===== src/rtl/if_fetch_stage.sv =====
// Instruction-fetch stage: drives the SRAM-like instruction port, holds the PC,
// offers {pc, inst, adef} to ID and cancels stale responses after redirects.
// Optional build macro FETCH_PERF_CNT_EN adds stall / dropped-response counters.
module if_fetch_stage #(
  parameter int unsigned       ADDR_W   = 32,
  parameter logic [ADDR_W-1:0] RESET_PC = 32'h1c000000
) (
  input  logic              aclk,
  input  logic              reset,
  output logic              inst_req,
  output logic [ADDR_W-1:0] inst_addr,
  input  logic              inst_addr_ok,
  input  logic              inst_data_ok,
  input  logic [31:0]       inst_rdata,
  input  logic              id_allow_in,
  input  logic              br_taken,
  input  logic [ADDR_W-1:0] br_target,
  input  logic              flush,
  input  logic [ADDR_W-1:0] flush_pc,
  output logic              if_valid_out,
  output logic [ADDR_W-1:0] if_pc,
  output logic [31:0]       if_inst,
`ifdef FETCH_PERF_CNT_EN
  output logic [31:0]       perf_stall_cyc,
  output logic [31:0]       perf_drop_cnt,
`endif
  output logic              if_adef
);

  typedef enum logic [1:0] {S_REQ, S_WAIT, S_HOLD, S_ERR} state_t;

  state_t            state, state_n;
  logic [ADDR_W-1:0] pc, pc_n;
  logic [ADDR_W-1:0] tgt, tgt_n;
  logic              drop, drop_n;
  logic [31:0]       buf_q, buf_n;

  logic              redirect;
  logic [ADDR_W-1:0] redir_pc;
  logic [ADDR_W-1:0] pc_inc;
  logic              discard;

  // A misaligned PC is resolved into ERR as soon as it is loaded, so REQ never
  // holds a misaligned address and no request is ever issued for one.
  function automatic state_t entry_state(input logic [ADDR_W-1:0] a);
    return (a[1:0] != 2'b00) ? S_ERR : S_REQ;
  endfunction

  assign redirect = flush | br_taken;
  assign redir_pc = flush ? flush_pc : br_target;
  assign pc_inc   = pc + ADDR_W'(4);
  assign discard  = (state == S_WAIT) && inst_data_ok && (drop || redirect);

  // Handshake outputs; inst_req is held off during reset so no request is
  // accepted whose response could later be mistaken for a fresh one.
  always_comb begin
    inst_req     = (state == S_REQ) && !reset;
    inst_addr    = pc;
    if_pc        = pc;
    if_adef      = (state == S_ERR);
    if_valid_out = 1'b0;
    if_inst      = '0;
    case (state)
      S_WAIT: begin
        if_valid_out = inst_data_ok && !drop;
        if (inst_data_ok && !drop) if_inst = inst_rdata;
      end
      S_HOLD: begin
        if_valid_out = 1'b1;
        if_inst      = buf_q;
      end
      S_ERR:   if_valid_out = 1'b1;
      default: ;
    endcase
  end

  // Next-state, PC, pending-drop and buffer update.
  always_comb begin
    state_n = state;
    pc_n    = pc;
    tgt_n   = tgt;
    drop_n  = drop;
    buf_n   = buf_q;
    case (state)
      S_REQ: begin
        // inst_addr must stay stable until accepted; remember the redirect.
        if (redirect) begin
          tgt_n  = redir_pc;
          drop_n = 1'b1;
        end
        if (inst_addr_ok) state_n = S_WAIT;
      end
      S_WAIT: begin
        if (inst_data_ok) begin
          if (drop || redirect) begin
            // A same-cycle redirect is newer than any latched target.
            pc_n    = redirect ? redir_pc : tgt;
            drop_n  = 1'b0;
            state_n = entry_state(pc_n);
          end else if (id_allow_in) begin
            pc_n    = pc_inc;
            state_n = entry_state(pc_n);
          end else begin
            buf_n   = inst_rdata;
            state_n = S_HOLD;
          end
        end else if (redirect) begin
          drop_n = 1'b1;
          tgt_n  = redir_pc;
        end
      end
      S_HOLD, S_ERR: begin
        if (redirect) begin
          pc_n    = redir_pc;
          buf_n   = '0;
          state_n = entry_state(pc_n);
        end else if (id_allow_in) begin
          pc_n    = pc_inc;
          state_n = entry_state(pc_n);
        end
      end
      default: state_n = entry_state(pc);
    endcase
  end

  // State registers with synchronous reset.
  always_ff @(posedge aclk) begin
    if (reset) begin
      state <= entry_state(RESET_PC);
      pc    <= RESET_PC;
      tgt   <= '0;
      drop  <= 1'b0;
      buf_q <= '0;
    end else begin
      state <= state_n;
      pc    <= pc_n;
      tgt   <= tgt_n;
      drop  <= drop_n;
      buf_q <= buf_n;
    end
  end

`ifdef FETCH_PERF_CNT_EN
  // Stall cycles (REQ/WAIT with nothing offered) and discarded responses.
  always_ff @(posedge aclk) begin
    if (reset) begin
      perf_stall_cyc <= '0;
      perf_drop_cnt  <= '0;
    end else begin
      if ((state == S_REQ || state == S_WAIT) && !if_valid_out)
        perf_stall_cyc <= perf_stall_cyc + 32'd1;
      if (discard)
        perf_drop_cnt <= perf_drop_cnt + 32'd1;
    end
  end
`else
  logic unused_discard;
  assign unused_discard = discard;
`endif

endmodule


===== config.mk =====
export PLATFORM = sky130hd
export DESIGN_NAME = if_fetch_stage
export DESIGN_NICKNAME = d
export VERILOG_FILES = /design/src/rtl/if_fetch_stage.sv
export SDC_FILE = /design/constraint.sdc
export NUM_CORES = 1
export LEC_CHECK = 0
export ABC_AREA = 1
export CAP_MARGIN = 20
export CORE_MARGIN = 1.5
export CORE_UTILIZATION = 52
export DETAILED_ROUTE_END_ITERATION = 12
export HOLD_SLACK_MARGIN = 0.05
export PLACE_DENSITY = 0.88
export SYNTH_ARGS = -nofsm -noshare
export SYNTH_HDL_FRONTEND = slang
export SYNTH_SLANG_ARGS = --single-unit

===== constraint.sdc =====
create_clock -name aclk -period 3.1 [get_ports aclk]
set_input_delay 0.775 -clock aclk [delete_from_list [all_inputs] [get_ports aclk]]
set_output_delay 0.775 -clock aclk [all_outputs]
set_load 0.01 [all_outputs]

; ---- Yosys cells after proc, flatten, opt, wreduce, memory -nomap -nowiden
; Index checks and enable logic that the tools add are counted.
[word_totals]
register_bits = 99
in_bits = 103
wordCells = 66
[op_classes]
bitwise = 1
add_sub_neg = 1
n_reduce_logical = 17
n_eq_ne = 11
n_mux = 31
[op_table]
columns = op, count
row1 = $mux 32, 12
row2 = $pmux 32 s2, 4
row3 = $add 32x3->32 const B, 1
row4 = $mux 2, 9
row5 = $ne 2x2->1 const B, 5
row6 = $reduce_bool 2->1, 5
row7 = $pmux 2 s3, 1
row8 = $reduce_and 2->1, 3
row9 = $reduce_and 5->1, 1
row10 = $eq 2x2->1 const B, 2
row11 = $pmux 1 s2, 2
row12 = $mux 1, 3
row13 = $ne 3x1->1 const B, 1
row14 = $ne 3x2->1 const B, 1
row15 = $reduce_and 3->1, 1
row16 = $eq 2x1->1 const B, 1
row17 = $logic_and 1x1->1, 2
row18 = $logic_not 1->1, 2
row19 = $logic_not 2->1, 1
row20 = $ne 2x1->1 const B, 1
row21 = $reduce_or 2->1, 1
row22 = $logic_or 1x1->1, 1
row23 = $or 1x1->1, 1

; ---- Longest topological paths before layout
; Gate-level depths: netlist of the first run.
[depth]
ltp_word = 7
depth_mapped = 13

; ---- Worst setup path before layout of the first run
; No wires, ideal clock.
[synth_path]
path_kind = in2out
from = in inst_data_ok
to = out if_inst[11]
stages = 4
arrival_ns = 1.555
n_path_buf = 2
slack_ns = 0.770
path_cell_list = buf_2 -> clkbuf_1 -> nand4_1 -> a21oi_1
[synth_between]
elab_chain_cells = 3
[synth_rtl]
columns = item, line
row1 = "start, declared", 13  ; input logic inst_data_ok,
row2 = $logic_and 1x1->1, 66  ; if (inst_data_ok && !drop) if_inst = inst_rdata;
row3 = $mux 32, 66
row4 = $pmux 32 s2, 63  ; case (state)
row5 = "end, declared", 22  ; output logic [31:0] if_inst,
; Every way passes these cells.

; ---- Final worst setup path of the first run
[layout_path]
from = reg state[1]
to = out if_inst[27]
[layout_between]
elab_chain_cells = 2
elab_cells_between_ends = 3
[layout_rtl]
columns = item, line
row1 = "start, declared", 32  ; state_t state, state_n;
row2 = "start signal, assigned", 129  ; state <= entry_state(RESET_PC);
row3 = "start signal, assigned", 135  ; state <= state_n;
row4 = $eq 2x2->1 or $eq 2x1->1 (tied branches), 63
row5 = $pmux 32 s2 *, 63
; Every way passes the cells marked *; elsewhere a longest branch is shown, timed or not.

==> results.json, run 1 <==
{
  "tns_ns": 0,
  "netlist_instances": 1047,
  "htree_num_levels": 3,
  "drtPass1Iterations": 8,
  "fin_crit_ns": 3.00,
  "netlist_area_um2": 6590,
  "critPathMaxStageDelay_ns": 0.56,
  "fmax_mhz": 334,
  "cts_buffers": 9,
  "async_reset_ff_share_pct": 0,
  "leakagePower_nw": 3.40,
  "run_status": "finished, final reports clean",
  "grt_pass1_vias": 6683,
  "dieArea_um2": 13400,
  "crit_type": "register to output pin",
  "diodes": 0,
  "syn_area_per_cell_um2": 6.29,
  "grt_pass1_wl_um": 32800,
  "clk_latency_ns": 0.36,
  "path_delay_family": "buffers and inverters",
  "hold_viol_final": 0,
  "die_x_um": 116,
  "worstSetupEndpointType": "output pin",
  "grt_max_degree": 51,
  "core_area_um2": 12200,
  "drt-total-wl_um": 21000,
  "synth-seq-area-share_pct": 30.1,
  "drt_iter0_markers": 874,
  "ctsHoldBuffers": 0,
  "worst_ep_required_time_ns": 2.32,
  "vias_per_cell": 5.65,
  "wl_per_cell_um": 15.5,
  "cts_max_path_buffers": 2,
  "finalClockSkew_ns": 0.00564,
  "cp_num_buf_inv": 4,
  "overflow": 0,
  "clk_pin_slew_ns": 0.07,
  "fin_area_um2": 8800,
  "cts_root_buffer": "clkbuf_16",
  "path_max_fanout": 16,
  "tightest_slew_ns": 0.552,
  "worstPathCellList": "inv_1 -> ha_2 -> clkinvlp_4 -> buf_12 -> a21oi_1 -> clkdlybuf4s50_1",
  "drcViolationCount": 0,
  "worstPathArrival_ns": 2.22,
  "synth-edff-count": 0,
  "synth_seq_cells": 99,
  "postRouteAntennaNets": 0,
  "post_dp_cell_area_um2": 8440,
  "cp_slowest_cell": "clkdlybuf4s50_1",
  "pin_count": 202,
  "peakVddDrop_mv": 0.363,
  "place_congestion": 0.904,
  "maxSlewViolCount": 0,
  "cts_sinks": 99,
  "core.rowCount": 40,
  "fin_crit_sh_pct": 96.7,
  "pwr_density_cell_nw_per_um2": 587,
  "hold_path.class": "register to register",
  "synth-main-ff-cell": "dfxtp_1",
  "io_buffers": 201,
  "drive_gt1_share_pct": 5.98,
  "die_h_um": 116,
  "via_count": 7664,
  "timing.hold.ws_ns": 0.465,
  "rsz0062_at_grt": "false",
  "setup_viol": 0,
  "drv_cap": 0,
  "area_growth_pct": 33.5,
  "start_util_pct": 54.2,
  "synth_nets": 1155,
  "hpwl_um": 14600,
  "synth.distinct_cells": 40,
  "relSlewSlack_pct": 63.2,
  "yosysWarnings": 0,
  "grtUsageTotal_pct": 30.9,
  "antenna_found_initial": 0,
  "start_kind": "register",
  "nets": 1291,
  "cts_tree": "done"
}
path summary, 6_finish.rpt:
check | startpoint | endpoint | slack [ns] | cells after the start
hold reg to reg | buf_q[6]$_SDFFE_PP0P_ | buf_q[6]$_SDFFE_PP0P_ | 0.46 | 2
setup / recovery | state[1]$_SDFFE_PP0P_ | if_inst[27] | 0.10 | 6
setup reg to reg | state[0]$_SDFFE_PP0P_ | if_pc[21]$_SDFFE_PP0P_ | 0.56 | 10
hold / removal | buf_q[6]$_SDFFE_PP0P_ | buf_q[6]$_SDFFE_PP0P_ | 0.46 | 2
what timing repair did:
action	CTS	global route
gates resized for setup	6	4
setup buffers	3	0
pin swaps	1	0
setup endpoints to repair	32	15
gates cloned	2	0
worst reg2reg max path: cells and delay by family, from the launching register on:
family	cells	cell delay, ns
adders and majority gates	1	0.21
DFF	1	0.36
AOI/OAI and AO/OA	2	0.37
and+or+nand+nor	2	0.41
buffers and inverters	5	1.13
flip-flops by register name, summed over array words and instances, names as in the netlist:
register,cells
buf_q,32
state,2
if_pc,32
tgt,32
drop,1
cell usage in the layout (no fill, tap or decap), drive strengths merged:
master | Yosys | final
clkdlybuf4s50 | 0 | 199
xor2 | 4 | 4
or2 | 1 | 1
o21bai | 22 | 22
a2111oi | 1 | 1
nand3b | 2 | 2
bufbuf | 0 | 1
clkinv | 1 | 3
nor4 | 1 | 1
nor3 | 12 | 12
a21oi | 134 | 134
nand4 | 41 | 41
clkinvlp | 0 | 3
o21ai | 108 | 108
a21o | 1 | 1
dlygate4sd2 | 0 | 2
ha | 5 | 5
clkbuf | 33 | 12
o31ai | 7 | 7
and2 | 1 | 1
a31oi | 12 | 12
inv | 89 | 89
o32ai | 1 | 1
o211ai | 8 | 8
o2111ai | 1 | 1
dfxtp | 99 | 99
buf | 67 | 22
nand2 | 235 | 235
nand3 | 34 | 34
nor2 | 126 | 126
o221ai | 1 | 1
per-layer routing:
layer	vias to the layer above	track usage (%)	routed length, um	share of wire (%)
li1	3730	-	-	-
met1	3452	41.9	8820	42
met2	426	47.9	9570	46
met3	56	6.43	1960	9.3
met4	0	13.2	613	2.9
met5	-	0	0	0
synth_stat cells, types with 8 or more instances:
cell type	n	area share, %
o21ai_0	107	8.1
nor2_1	114	6.5
o211ai_1	8	0.91
clkbuf_1	33	1.9
nor3_1	8	0.61
o21bai_1	22	2.5
dfxtp_1	99	30
nand4_1	41	3.9
a31oi_1	12	1.1
nand2_1	230	13
buf_4	40	4.6
buf_2	20	1.5
a21oi_1	134	10
inv_1	83	4.7
nand3_1	32	2.4
stage by stage:
stage                     setup WS (ns)  utilization, %  std cells  power, mW
after floorplan                   0.770               -       1047       3.17
after global placement          0.00485            69.4       1335       3.93
after detailed placement        -0.0457            69.4       1335       3.99
after CTS                        0.0274            72.2       1356       5.11
after global routing            0.00130            72.3       1356       5.46
final                             0.103            72.3       1356       5.17
power by group:
| part | leakage (nW) | switching [mW] | internal, mW |
|---|---|---|---|
| registers | 0.811 | 0.266 | 1.53 |
| logic | 2.46 | 1.34 | 0.992 |
| clock network | 0.127 | 0.494 | 0.545 |
layout make-up:
type / instances / area, um2
Timing Repair Buffer: 224 / 2270
Sequential cell: 99 / 1980
Fill cell: 973 / 3360
Clock buffer: 12 / 236
Multi-Input combinational cell: 758 / 3720
Inverter: 90 / 343
Timing Repair inverter: 1 / 7.51
Tap cell: 168 / 210
Clock inverter: 4 / 26.3
logic make-up (layout without fill, tap and decap cells):
family | after synthesis | count (layout) | synth area share, %
and+or+nand+nor | 453 | 453 | 30.6
DFF | 99 | 99 | 30.1
adders and majority gates | 5 | 5 | 0.949
xor gates and xnor gates | 4 | 4 | 0.532
AOI/OAI and AO/OA | 296 | 296 | 24.4
buffers and inverters | 190 | 331 | 13.5
(Power assumes the default switching activity.)
==> inputs of run 2 (changes only) <==
--- a/config.mk
+++ b/config.mk
@@ -5,13 +5,13 @@
 export SDC_FILE = /design/constraint.sdc
 export NUM_CORES = 1
 export LEC_CHECK = 0
-export ABC_AREA = 1
+export ABC_AREA = 0
 export CAP_MARGIN = 20
 export CORE_MARGIN = 1.5
-export CORE_UTILIZATION = 52
+export CORE_UTILIZATION = 50
 export DETAILED_ROUTE_END_ITERATION = 12
 export HOLD_SLACK_MARGIN = 0.05
-export PLACE_DENSITY = 0.88
+export PLACE_DENSITY = 0.86
 export SYNTH_ARGS = -nofsm -noshare
 export SYNTH_HDL_FRONTEND = slang
 export SYNTH_SLANG_ARGS = --single-unit
==> run 2 against run 1 <==
Net effect:
- die area shrank 4.2%
- combinational power decreased by 16%
- clock power is 9% higher
- wire length fell by 5.2%
- non-clock buffer count up 14
- fmax rose by 1.9%
==> results.json, run 2 <==
{
  "run_status": "finished, final reports clean",
  "yosysTopAreaCell": "dfxtp_1",
  "netlist_area_um2": 6060,
  "htree_num_levels": 3,
  "yosysWarnings": 0,
  "synth-seq-area-share_pct": 32.7,
  "drcViolationCount": 0,
  "leakagePower_nw": 3.09,
  "pin_count": 202,
  "nets": 1023,
  "cts_sinks": 99,
  "ctsHoldBuffers": 0,
  "finalClockSkew_ns": 0.00662,
  "path_depth": 6,
  "hold_viol_final": 0,
  "wl_per_cell_um": 18.6,
  "via_count": 6741,
  "path_max_fanout": 7,
  "relSlewSlack_pct": 60.8,
  "fin_crit_ns": 2.94,
  "crit_end": "if_inst[9]",
  "die_h_um": 113,
  "final_cell_mix": "clkdlybuf4s50_1, dfxtp_1, nor2_1, a22oi_1, a21oi_1",
  "clk_latency_ns": 0.34,
  "synth-edff-count": 0,
  "synth.distinct_cells": 70,
  "setup_viol": 0,
  "ff_latch_area_um2": 1980,
  "overflow": 0,
  "yosysMostFrequentCell": "dfxtp_1",
  "place_congestion": 0.913,
  "area_growth_pct": 37.0,
  "regToRegEndpoint": "if_pc[9]$_SDFFE_PP0P_",
  "grt_max_degree": 90,
  "drt_iter0_markers": 932,
  "yosys.area.top_type_share_pct": 32.7,
  "synth_common_cells": "dfxtp_1, nor2_1, a22oi_1",
  "hp-start": "tgt[3]$_SDFFE_PP0P_",
  "hold_path.class": "register to register",
  "start_util_pct": 50.9,
  "core.rowCount": 40,
  "tightest_slew_ns": 0.586,
  "crit_type": "primary input to output pin",
  "netlist_instances": 762,
  "synth_seq_cells": 99,
  "synth-main-ff-cell": "dfxtp_1",
  "antenna_found_initial": 1,
  "grt_pass1_wl_um": 31500,
  "core_area_um2": 11900,
  "r2r_start": "state[0]$_SDFFE_PP0P_",
  "cts_root_buffer": "clkbuf_16",
  "power_mw": 4.81,
  "worstSetupEndpointType": "output pin",
  "critPathMaxStageDelay_ns": 0.48,
  "peakVddDrop_mv": 0.345,
  "hpwl_um": 13800,
  "drtPass1Iterations": 7,
  "grtUsageTotal_pct": 30.5,
  "syn_area_per_cell_um2": 7.95,
  "tns_ns": 0,
  "fin_crit_sh_pct": 94.9,
  "r2r_setup_slack_ns": 0.68,
  "cp_num_buf_inv": 3,
  "synth_nets": 870,
  "fill_cells": 950,
  "maxSlewViolCount": 0,
  "dieArea_um2": 12800,
  "async_reset_ff_share_pct": 0,
  "crit_start": "inst_data_ok",
  "worstPathCellList": "clkdlybuf4s50_1 -> and3b_2 -> buf_4 -> a22oi_1 -> nor2b_1 -> dlygate4sd2_1",
  "cts_buffers": 9,
  "cts_tree": "done",
  "pwr_density_cell_nw_per_um2": 579,
  "multi_input_area_um2": 3500,
  "rr_worst_depth": 7,
  "grt_pass1_vias": 6260,
  "clk_pin_slew_ns": 0.06,
  "start_kind": "primary input",
  "die_x_um": 113,
  "path_delay_family": "buffers and inverters",
  "io_buffers": 201,
  "synth_area_leaders": "dfxtp_1, a22oi_1, nor2_1, buf_4, a21oi_1",
  "cts_max_path_buffers": 2,
  "drv_cap": 0,
  "fmax_mhz": 340,
  "vias_per_cell": 6.31,
  "post_cts.repair.setup_buffers": 0,
  "drt-total-wl_um": 19900,
  "postRouteAntennaNets": 0,
  "cp_slowest_cell": "clkdlybuf4s50_1",
  "mostFrequentLayoutCell": "clkdlybuf4s50_1",
  "worst_ep_required_time_ns": 2.32,
  "rsz0062_at_grt": "false",
  "drive_gt1_share_pct": 8.04,
  "worstPathArrival_ns": 2.17
}
[run 2: changes by cell type after synthesis, sizes merged, moves of 37 or more]
cell   delta
o21ai    -77
a22oi    +73
nand2   -187
inv      -79
a21oi    -80
nor2b    +37
[run 2: power breakdown]
part	internal [mW]	switching (mW)
combinational	0.940	1.02
clock	0.644	0.487
sequential	1.48	0.241
total	3.06	1.75
[run 2: worst min path at each step]
| stage | end | depth (start not counted) |
|---|---|---|
| 3_5_place_dp | tgt[3]$_SDFFE_PP0P_ | 2 |
| 5_1_grt | tgt[3]$_SDFFE_PP0P_ | 2 |
| 3_3_place_gp | tgt[4]$_SDFFE_PP0P_ | 2 |
| 2_1_floorplan | tgt[0]$_SDFFE_PP0P_ | 2 |
| 6_report | tgt[3]$_SDFFE_PP0P_ | 2 |
| 4_1_cts | tgt[3]$_SDFFE_PP0P_ | 2 |
[run 2: area by class of cell]
class	count	share of cell area, %
Timing Repair Buffer	238	27.8
Inverter	10	0.452
Clock buffer	11	2.92
Antenna cell	1	0.0301
Tap cell	147	2.22
Clock inverter	5	0.633
Multi-Input combinational cell	557	42.1
Sequential cell	99	23.9
[run 2: metrics by stage]
| step | setup WS [ns] | instances | hold WS, ns | utilization [%] | cell area (um2) |
|---|---|---|---|---|---|
| 3_3_place_gp | -0.0816 | 1050 | 0.442 | 67.3 | 8020 |
| 4_1_cts | -0.0534 | 1067 | 0.462 | 69.6 | 8300 |
| 5_1_grt | 0.100 | 1068 | 0.492 | 69.7 | 8300 |
| 6_report | 0.158 | 1068 | 0.459 | 69.7 | 8300 |
| 3_5_place_dp | -0.148 | 1050 | 0.454 | 67.3 | 8020 |
| 2_1_floorplan | 0.703 | 762 | 0.436 | - | 6060 |
[run 2: worst min-delay path, stage by stage (launching register included)]
cell and delay, ns:
dfxtp_1 0.31, nand2_1 0.05, a21oi_1 0.05
[run 2: kinds of logic (layout without fill, tap and decap cells)]
logic type	after synthesis	after routing	synth area share, %
other	0	1	0
adder cells (fa/ha/maj)	5	5	1.03
flip-flops	99	99	32.7
AND/OR/NAND/NOR	278	278	23.9
AO/OA/AOI/OAI	252	252	29.1
buffers and inverters	106	264	9.70
multiplexers	20	20	3.32
XOR/XNOR	2	2	0.289
[run 2: layer usage]
layer / up-vias / track usage, % / wire length, um
met1: 3181 / 39.4 / 8100
met2: 382 / 50.7 / 9390
met3: 59 / 4.61 / 1710
li1: 3119 / - / -
met4: 0 / 12.8 / 656
met5: - / 0 / 0
[run 2: timing repair]
| item | CTS | global route |
|---|---|---|
| cloned | 1 | 0 |
| resized for setup | 37 | 1 |
| pin swaps | 0 | 0 |
| setup endpoints to repair | 33 | 1 |
